<file path="config.mk">
export PLATFORM = sky130hd
export DESIGN_NAME = glitch_sched_flat
export DESIGN_NICKNAME = d
export VERILOG_FILES = /design/src/rtl/glitch_pkg.sv /design/src/rtl/glitch_sched_if.sv /design/src/rtl/glitch_cfg_regs.sv /design/src/rtl/glitch_sched.sv /design/src/flat_wrapper.sv
export SDC_FILE = /design/constraint.sdc
export NUM_CORES = 1
export LEC_CHECK = 0
export ABC_AREA = 1
export BUFFER_PORTS_ARGS = -buffer_cell sky130_fd_sc_hd__buf_4
export CORE_ASPECT_RATIO = 2
export CORE_MARGIN = 1.5
export CORE_UTILIZATION = 55
export DETAILED_ROUTE_END_ITERATION = 8
export PLACE_DENSITY = 0.81
export SYNTH_ARGS = -nofsm -noshare
export SYNTH_HDL_FRONTEND = slang
export SYNTH_SLANG_ARGS = --single-unit
</file>
<file path="constraint.sdc">
create_clock -name clk -period 1.84 [get_ports clk]
set_clock_uncertainty 0.1 [all_clocks]
set_input_delay 0.092 -clock clk [delete_from_list [all_inputs] [get_ports clk]]
set_output_delay 0.092 -clock clk [all_outputs]
set_load 0.1 [all_outputs]
</file>
<file path="src/rtl/glitch_pkg.sv">
// Shared types and constants for the glitch scheduler: FSM state encoding,
// config register addresses and the ARMED timeout length.
package glitch_pkg;

    localparam int DEF_CNT_W = 16;
    localparam int DEF_REP_W = 8;

    typedef enum logic [2:0] {
        S_IDLE,
        S_ARMED,
        S_DELAY,
        S_PULSE,
        S_GAP,
        S_DONE
    } sched_state_t;

    localparam logic [1:0] CFG_DELAY  = 2'd0;
    localparam logic [1:0] CFG_WIDTH  = 2'd1;
    localparam logic [1:0] CFG_GAP    = 2'd2;
    localparam logic [1:0] CFG_REPEAT = 2'd3;

    // ARMED timeout length, 2^CNT_W-1 cycles for the default counter width.
    localparam int unsigned TIMEOUT_CYCLES = (32'd1 << DEF_CNT_W) - 32'd1;

endpackage

</file>
<file path="src/rtl/glitch_sched_if.sv">
// Command-layer <-> scheduler bundle: config writes, arm/abort/trigger in,
// glitch enable and status out.
interface glitch_sched_if
    import glitch_pkg::*;
#(
    parameter int CNT_W = DEF_CNT_W,
    parameter int REP_W = DEF_REP_W
);
    logic             cfg_we;
    logic [1:0]       cfg_addr;
    logic [CNT_W-1:0] cfg_wdata;
    logic             arm;
    logic             abort;
    logic             trigger;
    logic             glitch_en;
    logic             busy;
    logic             done;
    logic [REP_W-1:0] attempts;

    modport master (
        output cfg_we, cfg_addr, cfg_wdata, arm, abort, trigger,
        input  glitch_en, busy, done, attempts
    );

    modport slave (
        input  cfg_we, cfg_addr, cfg_wdata, arm, abort, trigger,
        output glitch_en, busy, done, attempts
    );

endinterface

</file>
<file path="src/rtl/glitch_cfg_regs.sv">
// Timing parameter registers for the glitch scheduler. Writes land only while
// the scheduler is idle, so a running sequence never sees a changed value.
module glitch_cfg_regs
    import glitch_pkg::*;
#(
    parameter int CNT_W = DEF_CNT_W,
    parameter int REP_W = DEF_REP_W
) (
    input  logic             clk,
    input  logic             rst_n,
    input  logic             i_we,
    input  logic [1:0]       i_addr,
    input  logic [CNT_W-1:0] i_wdata,
    input  logic             i_idle,
    output logic [CNT_W-1:0] o_delay,
    output logic [CNT_W-1:0] o_width,
    output logic [CNT_W-1:0] o_gap,
    output logic [REP_W-1:0] o_repeat
);

    logic [CNT_W-1:0] r_delay;
    logic [CNT_W-1:0] r_width;
    logic [CNT_W-1:0] r_gap;
    logic [REP_W-1:0] r_repeat;

    always_ff @(posedge clk or negedge rst_n) begin
        if (!rst_n) begin
            r_delay  <= '0;
            r_width  <= '0;
            r_gap    <= '0;
            r_repeat <= '0;
        end else if (i_we && i_idle) begin
            case (i_addr)
                CFG_DELAY:  r_delay  <= i_wdata;
                CFG_WIDTH:  r_width  <= i_wdata;
                CFG_GAP:    r_gap    <= i_wdata;
                CFG_REPEAT: r_repeat <= i_wdata[REP_W-1:0];
            endcase
        end
    end

    assign o_delay  = r_delay;
    assign o_width  = r_width;
    assign o_gap    = r_gap;
    assign o_repeat = r_repeat;

endmodule

</file>
<file path="src/rtl/glitch_sched.sv">
// Cycle-accurate glitch scheduler: arm, wait for a trigger edge, delay, then
// issue WIDTH-cycle pulses separated by gaps. GLITCH_SCHED_TIMEOUT_EN adds an ARMED timeout.
//
// state   | meaning
// IDLE    | waiting for arm; config writable
// ARMED   | waiting for a rising trigger edge
// DELAY   | counting down DELAY cycles after the edge
// PULSE   | glitch_en high for WIDTH cycles
// GAP     | glitch_en low for max(GAP,1) cycles between pulses
// DONE    | one-cycle done pulse, then IDLE
module glitch_sched
    import glitch_pkg::*;
#(
    parameter int CNT_W = DEF_CNT_W,
    parameter int REP_W = DEF_REP_W
) (
    input  logic          clk,
    input  logic          rst_n,
    glitch_sched_if.slave bus
);

    sched_state_t     r_state;
    sched_state_t     w_state_nxt;
    logic [CNT_W-1:0] r_cnt;
    logic [CNT_W-1:0] w_cnt_nxt;
    logic [REP_W-1:0] r_att;
    logic [REP_W-1:0] w_att_nxt;
    logic             r_trig_d;
    logic             r_glitch_en;
    logic             w_go_pulse;

    logic [CNT_W-1:0] w_delay;
    logic [CNT_W-1:0] w_width;
    logic [CNT_W-1:0] w_gap;
    logic [REP_W-1:0] w_repeat;
    logic [CNT_W-1:0] w_gap_eff;
    logic [REP_W-1:0] w_rep_eff;
    logic [REP_W-1:0] w_att_inc;
    logic             w_edge;
    logic             w_cnt_last;

    glitch_cfg_regs #(
        .CNT_W (CNT_W),
        .REP_W (REP_W)
    ) u_cfg (
        .clk      (clk),
        .rst_n    (rst_n),
        .i_we     (bus.cfg_we),
        .i_addr   (bus.cfg_addr),
        .i_wdata  (bus.cfg_wdata),
        .i_idle   (r_state == S_IDLE),
        .o_delay  (w_delay),
        .o_width  (w_width),
        .o_gap    (w_gap),
        .o_repeat (w_repeat)
    );

    assign w_gap_eff  = (w_gap == '0) ? CNT_W'(1) : w_gap;
    assign w_rep_eff  = (w_repeat == '0) ? REP_W'(1) : w_repeat;
    assign w_att_inc  = (r_att == '1) ? r_att : r_att + REP_W'(1);
    assign w_edge     = bus.trigger && !r_trig_d;
    assign w_cnt_last = (r_cnt <= CNT_W'(1));

`ifdef GLITCH_SCHED_TIMEOUT_EN
    logic [CNT_W-1:0] r_tmo;

    always_ff @(posedge clk or negedge rst_n) begin
        if (!rst_n) begin
            r_tmo <= '0;
        end else if (r_state == S_IDLE) begin
            r_tmo <= CNT_W'(TIMEOUT_CYCLES);
        end else if (r_state == S_ARMED && r_tmo != '0) begin
            r_tmo <= r_tmo - CNT_W'(1);
        end
    end
`endif

    always_comb begin
        w_state_nxt = r_state;
        w_cnt_nxt   = (r_cnt != '0) ? r_cnt - CNT_W'(1) : r_cnt;
        w_att_nxt   = r_att;
        w_go_pulse  = 1'b0;

        case (r_state)
            S_IDLE: begin
                if (bus.arm) begin
                    w_state_nxt = S_ARMED;
                    w_att_nxt   = '0;
                end
            end
            S_ARMED: begin
                if (w_edge) begin
                    if (w_delay == '0) begin
                        w_go_pulse = 1'b1;
                    end else begin
                        w_state_nxt = S_DELAY;
                        w_cnt_nxt   = w_delay;
                    end
                end
`ifdef GLITCH_SCHED_TIMEOUT_EN
                else if (r_tmo == CNT_W'(1)) begin
                    w_state_nxt = S_DONE;
                    w_att_nxt   = '0;
                end
`endif
            end
            S_DELAY: begin
                if (w_cnt_last) w_go_pulse = 1'b1;
            end
            S_PULSE: begin
                if (w_cnt_last) begin
                    if (r_att < w_rep_eff) begin
                        w_state_nxt = S_GAP;
                        w_cnt_nxt   = w_gap_eff;
                    end else begin
                        w_state_nxt = S_DONE;
                    end
                end
            end
            S_GAP: begin
                if (w_cnt_last) w_go_pulse = 1'b1;
            end
            S_DONE: begin
                w_state_nxt = S_IDLE;
            end
            default: begin
                w_state_nxt = S_IDLE;
            end
        endcase

        // Zero width: skip the pulses but report the full repeat count.
        if (w_go_pulse) begin
            if (w_width == '0) begin
                w_state_nxt = S_DONE;
                w_att_nxt   = w_rep_eff;
            end else begin
                w_state_nxt = S_PULSE;
                w_cnt_nxt   = w_width;
                w_att_nxt   = w_att_inc;
            end
        end

        if (bus.abort && r_state != S_IDLE) begin
            w_state_nxt = S_IDLE;
            w_att_nxt   = r_att;
        end
    end

    always_ff @(posedge clk or negedge rst_n) begin
        if (!rst_n) begin
            r_state     <= S_IDLE;
            r_cnt       <= '0;
            r_att       <= '0;
            r_trig_d    <= 1'b0;
            r_glitch_en <= 1'b0;
        end else begin
            r_state     <= w_state_nxt;
            r_cnt       <= w_cnt_nxt;
            r_att       <= w_att_nxt;
            r_trig_d    <= bus.trigger;
            r_glitch_en <= (w_state_nxt == S_PULSE);
        end
    end

    assign bus.glitch_en = r_glitch_en;
    assign bus.busy      = (r_state != S_IDLE);
    assign bus.done      = (r_state == S_DONE);
    assign bus.attempts  = r_att;

endmodule

</file>
<file path="src/flat_wrapper.sv">
// flat-port wrapper written by rule: the top's interface ports become plain ports
module glitch_sched_flat import glitch_pkg::*;
#(
    parameter int CNT_W = DEF_CNT_W,
    parameter int REP_W = DEF_REP_W
)
  (clk, rst_n, bus_cfg_we, bus_cfg_addr, bus_cfg_wdata, bus_arm, bus_abort, bus_trigger, bus_glitch_en, bus_busy, bus_done, bus_attempts);
  glitch_sched_if #(.CNT_W(CNT_W), .REP_W(REP_W)) bus_i ();
  input  logic clk;
  input  logic rst_n;
  input wire logic [$bits(bus_i.cfg_we)-1:0] bus_cfg_we;
  input wire logic [$bits(bus_i.cfg_addr)-1:0] bus_cfg_addr;
  input wire logic [$bits(bus_i.cfg_wdata)-1:0] bus_cfg_wdata;
  input wire logic [$bits(bus_i.arm)-1:0] bus_arm;
  input wire logic [$bits(bus_i.abort)-1:0] bus_abort;
  input wire logic [$bits(bus_i.trigger)-1:0] bus_trigger;
  output wire logic [$bits(bus_i.glitch_en)-1:0] bus_glitch_en;
  output wire logic [$bits(bus_i.busy)-1:0] bus_busy;
  output wire logic [$bits(bus_i.done)-1:0] bus_done;
  output wire logic [$bits(bus_i.attempts)-1:0] bus_attempts;
  assign bus_i.cfg_we = bus_cfg_we;
  assign bus_i.cfg_addr = bus_cfg_addr;
  assign bus_i.cfg_wdata = bus_cfg_wdata;
  assign bus_i.arm = bus_arm;
  assign bus_i.abort = bus_abort;
  assign bus_i.trigger = bus_trigger;
  assign bus_glitch_en = bus_i.glitch_en;
  assign bus_busy = bus_i.busy;
  assign bus_done = bus_i.done;
  assign bus_attempts = bus_i.attempts;
  glitch_sched #(.CNT_W(CNT_W), .REP_W(REP_W)) u_core (.clk(clk), .rst_n(rst_n), .bus(bus_i));
endmodule
</file>
==> flow_metrics.py <==
metrics = {
    "outcome": {
        "status": "finished, violations left",
        "violations": "hold timing, setup timing",
    },
    "cells_and_area": {
        "final_cell_mix": "123 x nand2_1, 115 x buf_4, 84 x nor2_1",
        "design_area_um2": 7000,
        "fill_cells": 465,
        "nets": 814,
        "area_growth_pct": 46.5,
        "antenna_cells": 0,
        "layout_commonest_cell": "nand2_1",
        "stdcell_count": 885,
        "drive_gt1_share_pct": 34.0,
    },
    "placed_design": {
        "placed_area_um2": 5920,
        "port_buffers": 34,
        "globalplace.congestion": 0.903,
        "dp_cells": 833,
        "dp_hpwl_um": 9720,
        "place_ws_ns": -0.216,
    },
    "synth": {
        "synth_top_area_share_pct": 44.5,
        "ys_ff_latch": 85,
        "yosys.area.top_type": "dfrtp_1",
        "synth_area_leaders": "dfrtp_1 45%, nand2_1 11%, nor2_1 7.9%",
        "netlist_instances": 635,
        "syn_avg_cell_area_um2": 7.52,
        "synth_nets": 669,
        "synthDistinctLibCells": 36,
        "ys.warnings.count": 0,
        "ys_seq_area_share_pct": 44.5,
        "syn_area_um2": 4780,
    },
    "timing": {
        "setup_ws_ns": -0.395,
        "slew_viol_final": 0,
        "fin_crit_sh_pct": 121,
        "rsz0062_at_grt": "true",
        "period_needed_ns": 2.23,
        "tightest_slew_ns": 0.735,
        "setup_violations": 28,
        "hold_viol_final": 1,
        "slew-limit-headroom_pct": 50.8,
        "fin_setup_tns_ns": -7.16,
        "holdWs_ns": -0.0141,
        "fmax_mhz": 447,
    },
    "routing": {
        "firstDrtPassIters": 6,
        "via_count": 5193,
        "wl_per_cell_um": 18.5,
        "viasPerCell": 5.87,
        "postRouteAntennaNets": 0,
        "wl_um": 16300,
        "drc": 0,
        "drtIter0Drc": 377,
    },
    "clock_network": {
        "cts.sinks": 85,
        "htree_levels": 3,
        "cts_buffers": 9,
        "path_clk_slew_ns": 0.07,
        "worstSkewPairLatency_ns": 0.35,
        "cts_buffer_depth": 2,
        "cts_tree": "built",
        "cts_root_buf": "clkbuf_16",
    },
    "power_and_ir_drop": {
        "irDropWorstVdd_v": 0.00152,
        "pwr_density_cell_nw_per_um2": 1630,
        "p_leak_nw": 3.40,
    },
    "global_routing": {
        "grt_max_degree": 49,
        "grt_pass1_vias": 5144,
        "grt_antenna_before_repair": 0,
        "grtUsageTotal_pct": 32.9,
        "grt-ovfl-total": 0,
        "grt_first_pass_wirelength_um": 22800,
    },
    "die": {
        "io_pins": 35,
        "die_w_um": 68.9,
        "coreArea_um2": 8530,
        "dieArea_um2": 9290,
        "die_y_um": 135,
        "rows": 48,
        "initial_utilization_pct": 56.0,
    },
    "setup_path": {
        "cp_data_required_time_ns": 1.97,
        "cp.arrival_ns": 2.36,
        "critical_path_class": "primary input to flip-flop",
        "endpoint_kind": "flip-flop",
        "crit_path_start": "bus_trigger",
        "rr_startpoint": "u_core.r_trig_d",
        "start_kind": "primary input",
        "cp_max_fo": 6,
    },
    "min_path": {
        "hold_class": "primary input to flip-flop",
        "hold_start": "bus_arm",
    },
    "run": {
        "drv_cap": 0,
    },
}
## per-layer routing
layer / up-vias / part of all wire, % / GRT usage, %
met5: - / 0 / 0
met1: 2487 / 33 / 33.2
met3: 115 / 6.1 / 7.00
met2: 280 / 53 / 55.2
met4: 0 / 8.3 / 26.4
li1: 2311 / - / -
## cell families (layout without fill, tap and decap cells)
logic type | after synthesis | count (layout) | synth area share (%)
compound gates | 98 | 98 | 11.4
xor+xnor | 17 | 17 | 3.12
fa+ha+maj | 10 | 10 | 2.62
buf+inv | 110 | 260 | 9.03
flops | 85 | 85 | 44.5
mux | 1 | 1 | 0.236
simple gates | 314 | 314 | 29.0
## sequential cells by signal, indices dropped and copies added (netlist names)
name                   count
u_core.bus.glitch_en       1
u_core.r_state             3
u_core.bus.attempts        8
u_core.u_cfg.o_delay      16
u_core.u_cfg.o_repeat      8
u_core.r_trig_d            1
u_core.r_cnt              16
u_core.u_cfg.o_gap        16
u_core.u_cfg.o_width      16
## report_power, final
group          internal, W  total, W  switching (W)  leakage, nW
registers          0.00277   0.00340       0.000627         1.04
logic              0.00248   0.00604        0.00356         2.20
clock network      0.00123   0.00198       0.000753        0.152
## Yosys cell counts
library cell and number:
mux2_2 1, nand2_1 136, buf_6 1, nand2_2 6, nand3_2 6, a41oi_1 1
inv_2 7, dfrtp_1 85, a221oi_1 1, inv_1 84, nor2_1 101, o21ai_2 2
o211ai_2 1, xnor2_1 8, a211oi_1 1, nor4_1 5, nor3_2 3, or2_2 1
o21ai_0 62, a21oi_1 3, nand4_1 11, o211ai_4 1, o2111ai_1 1, ha_1 10
o21ai_1 19, a22oi_1 1, nor2_4 3, clkbuf_1 9, a21oi_2 1, xor2_1 9
nor3_1 10, o22ai_1 4, nand3_1 27, nor2_2 4, nor2_8 1, buf_2 9
## metrics by stage
step	util [%]	power, W
4_1_cts	77.6	0.0106
6_report	82.1	0.0114
2_1_floorplan	-	0.00629
3_5_place_dp	69.4	0.00831
3_3_place_gp	69.4	0.00811
5_1_grt	82.1	0.0120
## final cells by class
cell class	count	area, um2	share of cell area, %
Clock buffer	11	243	3.47
Clock inverter	5	83.8	1.20
Inverter	91	349	4.99
Multi-Input combinational cell	440	2630	37.5
Sequential cell	85	2160	30.8
Tap cell	100	125	1.79
Timing Repair Buffer	153	1420	20.2
## final timing paths
kind | end | slack [ns] | depth (start not counted)
max in group asynchronous | u_core.r_cnt[15] | 0.81 | 3
min in group asynchronous | u_core.bus.attempts[1] | 0.18 | 2
setup reg to reg | u_core.bus.attempts[6] | -0.38 | 10
hold / removal | u_core.r_state[0] | -0.01 | 5
setup / recovery | u_core.bus.attempts[6] | -0.39 | 13
hold reg to reg | u_core.r_cnt[5] | 0.41 | 2
## timing repair
item / 4_1_cts / 5_1_grt
gates cloned: 1 / 3
gates resized for setup: 34 / 65
hold endpoints to repair: 95 / 0
buffers inserted: 7 / 8
endpoints found under the setup margin: 27 / 63
hold buffers: 19 / 0
pin swaps: 9 / 28
## worst max-delay path, stage by stage
cell	delay (ns)
dlygate4sd3_1	0.52
buf_4	0.10
inv_1	0.03
nor2_1	0.55
nand3_2	0.20
o21ai_2	0.12
nand2_2	0.09
inv_2	0.08
nand3_2	0.09
nand2_4	0.16
inv_8	0.07
nor2_1	0.16
nor2_1	0.08
(Power assumes the default switching activity.)
